[config.mk]
export PLATFORM = sky130hd
export DESIGN_NAME = vec_mem_responder
export DESIGN_NICKNAME = d
export VERILOG_FILES = /design/src/rtl/vec_mem_responder.sv
export SDC_FILE = /design/constraint.sdc
export NUM_CORES = 2
export LEC_CHECK = 0
export BUFFER_PORTS_ARGS = -buffer_cell sky130_fd_sc_hd__buf_2
export CAP_MARGIN = 0
export CORE_AREA = 2 2 564 986
export DETAILED_ROUTE_END_ITERATION = 8
export DIE_AREA = 0 0 566 988
export HOLD_SLACK_MARGIN = 0.03
export MAX_ROUTING_LAYER = met4
export PLACE_DENSITY = 0.42
export SKIP_LAST_GASP = 1
export SLEW_MARGIN = 10
export SYNTH_ARGS = -nofsm -noshare
export SYNTH_HDL_FRONTEND = slang
export SYNTH_SLANG_ARGS = --single-unit
[constraint.sdc]
create_clock -name clk -period 4.7 [get_ports clk]
set_input_delay 0.705 -clock clk [delete_from_list [all_inputs] [get_ports clk]]
set_output_delay 0.705 -clock clk [all_outputs]
set_load 0.02 [all_outputs]
[src/rtl/vec_mem_responder.sv]
// vec_mem_responder: serialized scalar/vector load-store responder over a single-port synchronous-read memory
module vec_mem_responder #(
    parameter int registerSize = 16,
    parameter int vectorSize = 4,
    parameter int memDepth = 256
) (
    input  logic                                   clk,
    input  logic                                   reset,
    input  logic                                   req_valid,
    output logic                                   req_ready,
    input  logic                                   req_write,
    input  logic                                   req_vec,
    input  logic [15:0]                            req_addr,
    input  logic [vectorSize-1:0][registerSize-1:0] req_wdata,
    output logic                                   rsp_valid,
    input  logic                                   rsp_ready,
    output logic [vectorSize-1:0][registerSize-1:0] rsp_rdata,
    output logic                                   rsp_err
);
    localparam int AW = $clog2(memDepth);
    localparam int LW = vectorSize > 1 ? $clog2(vectorSize) : 1;
    typedef enum logic [1:0] {IDLE, ACCESS, DRAIN, RESP} state_t;
    state_t state, state_n;
    logic write_q, vec_q, err_q, pend, accept, mem_en;
    logic [AW-1:0] addr_q, mem_idx;
    logic [vectorSize-1:0][registerSize-1:0] wdata_q;
    logic [LW-1:0] cnt, last, pend_lane;
    logic [registerSize-1:0] mem [memDepth];
    logic [registerSize-1:0] mem_q;
    assign req_ready = state == IDLE;
    assign accept = req_valid && req_ready;
    assign last = vec_q ? LW'(vectorSize - 1) : '0;
    assign mem_idx = addr_q + AW'(cnt);
    assign mem_en = reset && state == ACCESS && !err_q;
    // read-first single port; contents survive reset
    always_ff @(posedge clk) begin
        if (mem_en && write_q) mem[mem_idx] <= wdata_q[cnt];
        if (mem_en) mem_q <= mem[mem_idx];
    end
    always_ff @(posedge clk) state <= !reset ? IDLE : state_n;
    always_comb begin
        state_n = state;
        case (state)
            IDLE:    state_n = req_valid ? ACCESS : IDLE;
            ACCESS:  state_n = cnt == last ? DRAIN : ACCESS;
            DRAIN:   state_n = RESP;
            RESP:    state_n = rsp_ready ? IDLE : RESP;
            default: state_n = IDLE;
        endcase
    end
    // a lane read issued on one edge lands in rsp_rdata on the next
    always_ff @(posedge clk) begin
        if (!reset) begin
            cnt <= '0;
            pend <= 1'b0;
            rsp_valid <= 1'b0;
            rsp_err <= 1'b0;
            rsp_rdata <= '0;
        end else begin
            pend <= state == ACCESS && !write_q && !err_q;
            pend_lane <= cnt;
            if (pend) rsp_rdata[pend_lane] <= mem_q;
            if (state == ACCESS) cnt <= cnt + 1'b1;
            if (accept) begin
                write_q <= req_write;
                vec_q <= req_vec;
                addr_q <= req_addr[AW-1:0];
                wdata_q <= req_wdata;
                err_q <= ({1'b0, req_addr} + 17'(req_vec ? vectorSize : 1) - 17'd1) >= 17'(memDepth);
                cnt <= '0;
                rsp_rdata <= '0;
            end
            if (state == DRAIN) begin
                rsp_valid <= 1'b1;
                rsp_err <= err_q;
            end
            if (state == RESP && rsp_ready) begin
                rsp_valid <= 1'b0;
                rsp_err <= 1'b0;
            end
        end
    end
endmodule
== After elaboration in Yosys (flattened, before gate mapping) ==
Memory sizes are Yosys's and may differ from the RTL's. A register that Yosys moved wholly into a read port is not among the register bits.
Cells that the tools add are included.
Word-level totals
  register bits after elaboration: 148
  memory bits (writable): 4096
  bits of input ports: 86
  output and inout bits: 67
  memories: 1
Operators by class
  add/sub/neg operators: 4
  $lt $le $gt $ge: 4
  eq/ne operators: 4
  multiplexer cells: 13
  bitwise operators: 1
  reductions and logical operators: 14
Memories
  mem: depth 256, width 16, read ports 1, clocked after memory_dff 1, wr ports 1, RTL line 28  | logic [registerSize-1:0] mem [memDepth];
Operators with widths (number)
  $bwmux W64: 1
  $bmux W16 S2: 1
  $demux W16 S2: 1
  $mux W16: 2
  $add A16 B3 Y17: 1
  $ge A17 B9 Y1 const B: 1
  $sub A17 B1 Y17 const B: 1
  $add A8 B2 Y8: 1
  $logic_and A1 B1 Y1: 8
  $pmux W2 S4: 1
  $lt A2 B3 Y1 const B: 2
  $mux W2: 3
  $eq A2 B2 Y1 const B: 2
  $reduce_or A2 Y1: 2
  $mux W1: 3
  $mux W3: 1
  $add A2 B1 Y2 const B: 1
  $eq A2 B1 Y1 const B: 1
  $eq A2 B2 Y1: 1
  $ge A2 B1 Y1 const B: 1
  $logic_not A1 Y1: 2
  $logic_not A2 Y1: 1
  $reduce_and A2 Y1: 1
  $not A1 Y1: 1

== Depth between registers and ports, before layout ==
  word-level depth: 6
  mapped depth: 15
  gate-level depth less buffers: 13

== Least setup slack after synthesis ==
No wires, ideal clock.
  kind: in2reg
  start: in reset
  end: mem mem[103][0] (enable)
  arrival: 4288 ps
  required time: 4312 ps
  slack: 23 ps
  cell stages on the path: 6
  buffers on the path: 1
  path through: nor4b_1 -> nand3_1 -> nor2_1 -> nand3_1 -> clkbuf_1 -> nor2_1
Between the ends
  word-level cells in the longest chain between the ends: 5
Ends and longest elaborated chain
  start, declared: RTL line 8  | input logic reset,
  $logic_and A1 B1 Y1 (2 in series): RTL line 34  | assign mem_en = reset && state == ACCESS && !err_q;
  $logic_and A1 B1 Y1: RTL line 37  | if (mem_en && write_q) mem[mem_idx] <= wdata_q[cnt];
  $mux W1: RTL line 37
  $mux W1 (not written as such): RTL line 37
  end, declared: RTL line 28
Every way passes these cells.

== Worst setup path in the final report ==
  start: reg addr_q[0]
  end: reg mem_q[10], read port of mem (data pin)
Between the ends
  word-level cells in the longest chain between the ends: 1
Ends and longest elaborated chain
  start, declared: RTL line 25  | logic [AW-1:0] addr_q, mem_idx;
  start signal, assigned: RTL line 67  | addr_q <= req_addr[AW-1:0];
  $add A8 B2 Y8: RTL line 33  | assign mem_idx = addr_q + AW'(cnt);
  end, declared: RTL line 29  | logic [registerSize-1:0] mem_q;
Every way passes these cells.
A chain may end at the register's enable or synchronous reset.

==> out/results.txt <==
Final hold violation count: 0. The checks that failed: setup timing. For the via count of the first global-routing pass, the log shows 89200. After layout, the worst path uses 100% of the clock period. The path class of the tightest hold or removal check is in2reg. Of the cells placed in the final design, the portion with a size suffix greater than 1 is 30.9%.

The worst hold path begins at req_valid. The run gives 0 as the max-slew violation count. The data arrival time at the worst-slack endpoint is 5420 ps.

The worst slew slack as a fraction of its limit is 19.3%, and the register area share after synthesis is 77.3%. The later pin in the worst-skew pair is clocked with a latency of 1010 ps. Mean number of vias per cell: 5.04.

The largest total area in the synthesized netlist belongs to sky130_fd_sc_hd__edfxtp_1. The run gives 120 ps as the minimum hold slack. Ranked by total cell area, the synthesized netlist is headed by sky130_fd_sc_hd__edfxtp_1 (76%), sky130_fd_sc_hd__mux4_2 (14%), sky130_fd_sc_hd__nand2_1 (2.1%). The number of antenna violations at the first check in global routing was 43; the overall global routing resource usage was 20.0%. Launching element type of the critical path: a flop.

For the max-cap violation count, the log shows 0. 153 I/O pins were placed. The number of I/O port buffers was 152; the yosys synthesis warning count was 0. Relative to the synthesized area, the layout overhead comes to 18.5%.

The net count reported at finish was 9256; the via count was 84400. The unique cell type count in the Yosys netlist was 72. TritonCTS built the clock tree. At the worst endpoint, the required time is 5410 ps.

The largest fanout on the critical path was 13; the routability congestion estimate from global placement was 0.874. The proportion of synthesized flip-flops having asynchronous set or reset was 0%; the setup violation total in the final timing report was 2. Summing every instance area after synthesis gives 165000 um2. The die is 566 um wide. The H-tree generated during clock tree synthesis spans 5 levels. The number of clock sinks is 4260.

The run gives 365000 um as the detailed placer's ending HPWL. The most used standard cell by instance count after synthesis is sky130_fd_sc_hd__edfxtp_1. Counting instances in the post-synthesis netlist gives the leading cell types as sky130_fd_sc_hd__edfxtp_1 (4189), sky130_fd_sc_hd__mux4_2 (1042), sky130_fd_sc_hd__nand2_1 (902). Entering global routing, the biggest net connects 125 pins.

The area of the core region came out at 552000 um2. The initial core utilization was 29.9%. The first detailed-routing pass ran for 6 iterations. The design draws 83.5 mW. The final standard cell area without fillers was 195000 um2; the final worst clock skew was 73.8 ps. The number of nets in the synthesized netlist is 8178. The logs give 329 uV for the peak ir drop on the vdd network and 182000 um2 for the placed instance area. For the post-route worst setup slack, the log shows -12.5 ps. Derived from the worst setup path, the maximum achievable clock frequency is 212 MHz.

Averaged over all synthesized cells, the footprint is 20.4 um2. The number of nets with antenna violations after detailed routing is 0. The tools report the total congestion overflow as 0.

For the number of design rule violations left after detail routing, the log shows 0. The areal power density over the cells was 428 nW/um2. Synthesis produced 8071 cells. Final standard cell count with taps included and fillers excluded: 16700. From bottom edge to top edge, the die measures 988 um. Dividing the detail-routed wire length by the instance count gives 33.0 um. After clock tree synthesis, the clock-pin slew on the worst setup and hold paths is 70 ps. In this run the worst setup path begins at addr_q[0]$_DFFE_PP_. The number of placed cells counting well taps came out at 15900. In this run, the number of DRC markers left after iteration 0 of detailed routing was 7651. Global-route wire length before repair: 756000 um. The launch instance of the worst register-to-register path was addr_q[0]$_DFFE_PP_.

For this run, the leading register cell type out of synthesis is sky130_fd_sc_hd__edfxtp_1. The site row count came out at 361. The maximum root-to-sink buffer count was 4.

The shortest clock period the worst path allows after layout came out at 4710 ps. In this run the biggest area consumer among cell types represents 76.4% of the synthesized area. By startpoint and endpoint, the worst setup path is classified as reg2reg. The count of flip-flops with a built-in enable after synthesis is 4189. The final layout contains routed wiring with a total length of 552000 um.

The flow ran to the end, but the final reports show violations. The synthesis-stage register bit count came out at 4260. The sort of element at the end of the critical path was a flop.

At the pin with the least slew margin, the transition time is 1210 ps. The clock root buffer master is sky130_fd_sc_hd__clkbuf_16. Number of buffers inserted during clock tree synthesis: 393. Area of the die: 559000 um2.

The run gives 62.1 nW as the leakage dissipation.
-- worst max-delay path, stage by stage, from the launching register on --
cell and delay, ps:
sky130_fd_sc_hd__edfxtp_1 420, sky130_fd_sc_hd__ha_4 210, sky130_fd_sc_hd__fa_4 800, sky130_fd_sc_hd__buf_12 150, sky130_fd_sc_hd__buf_4 160, sky130_fd_sc_hd__bufbuf_16 360, sky130_fd_sc_hd__buf_4 280, sky130_fd_sc_hd__mux4_2 350
sky130_fd_sc_hd__a211oi_1 480, sky130_fd_sc_hd__a311oi_1 170, sky130_fd_sc_hd__nor3_1 240, sky130_fd_sc_hd__buf_4 210, sky130_fd_sc_hd__o21ai_0 120, sky130_fd_sc_hd__or4_1 500
-- where the power goes --
group | switching [mW] | total (mW) | internal [mW]
clock network | 14.6 | 31.5 | 16.9
logic | 5.87 | 9.51 | 3.64
registers | 0.0433 | 42.5 | 42.4
-- cells by family after synthesis --
group                      count (synthesis)  share of synthesized area [%]
buffers and inverters                    498                           1.49
adders and majority gates                 21                          0.169
and+or+nand+nor                         1638                           4.22
DFF                                     4260                           77.3
xor gates and xnor gates                  13                         0.0691
AOI/OAI and AO/OA                        481                           1.83
muxes                                   1160                           15.0
-- per-layer routing --
layer	GRT usage, %	wire [um]
met3	1.67	20300
met4	7.11	21500
met1	22.7	209000
met2	36.5	302000
met5	-	0
-- state kept, by name, indices dropped and copies added (netlist names) --
name	cells
err_q	1
vec_q	1
wdata_q	64
rsp_err	1
rsp_valid	1
pend	1
mem_q	16
write_q	1
cnt	2
addr_q	8
rsp_rdata	64
pend_lane	2
mem	4096
state	2
-- what timing repair did --
action                                  CTS  global route
pin swaps                                 4             4
resized for setup                        35            23
endpoints found under the setup margin   13            10
hold buffers                             74             0
gates cloned                              3             3
buffers inserted                          7             0
hold endpoints to repair                 79             0
-- stage by stage --
step | utilization (%) | TNS (ps) | setup slack [ps]
after detailed placement | 32.9 | -4340 | -1050
final | 35.4 | -16.6 | -12.5
after CTS | 35.3 | -201 | -103
after global placement | 32.9 | -5780 | -1350
after floorplan | - | 0 | 23.1
after global routing | 35.4 | -64.6 | -64.6
-- final timing paths --
kind                                 to  slack (ps)  depth (start not counted)
min reg2reg  rsp_rdata[51]$_SDFFE_PP0P_         450                          2
max                 mem_q[10]$_DFFE_PP_         -10                         13
min                 state[0]$_SDFF_PN0_         120                          3
max reg2reg         mem_q[10]$_DFFE_PP_         -10                         13
-- cells in the final DEF (no fill, tap or decap), drive strengths merged, types with 10 or more instances in the layout --
cell and n:
inv 48, ha 19, clkbuf 480, mux4 1042, a21oi 182, buf 1072, nor4 17, nor3 11
or4 10, a31oi 42, nor2 292, a211oi 49, nand3 285, mux2i 118, bufinv 21, and3 58
nand2 904, edfxtp 4189, o21ai 45, nand4 13, dfxtp 71, diode 29, o22ai 68, dlygate4sd3 74
clkinv 181, a311oi 28
-- layout make-up --
cell class	count	area, um2
Antenna cell	29	72.6
Clock buffer	477	10400
Clock inverter	229	1890
Fill cell	51400	356000
Inverter	29	109
Multi-Input combinational cell	3313	36100
Sequential cell	4260	127000
Tap cell	7260	9080
Timing Repair Buffer	1152	10400
Note: power is estimated with default switching activity, not from simulation.
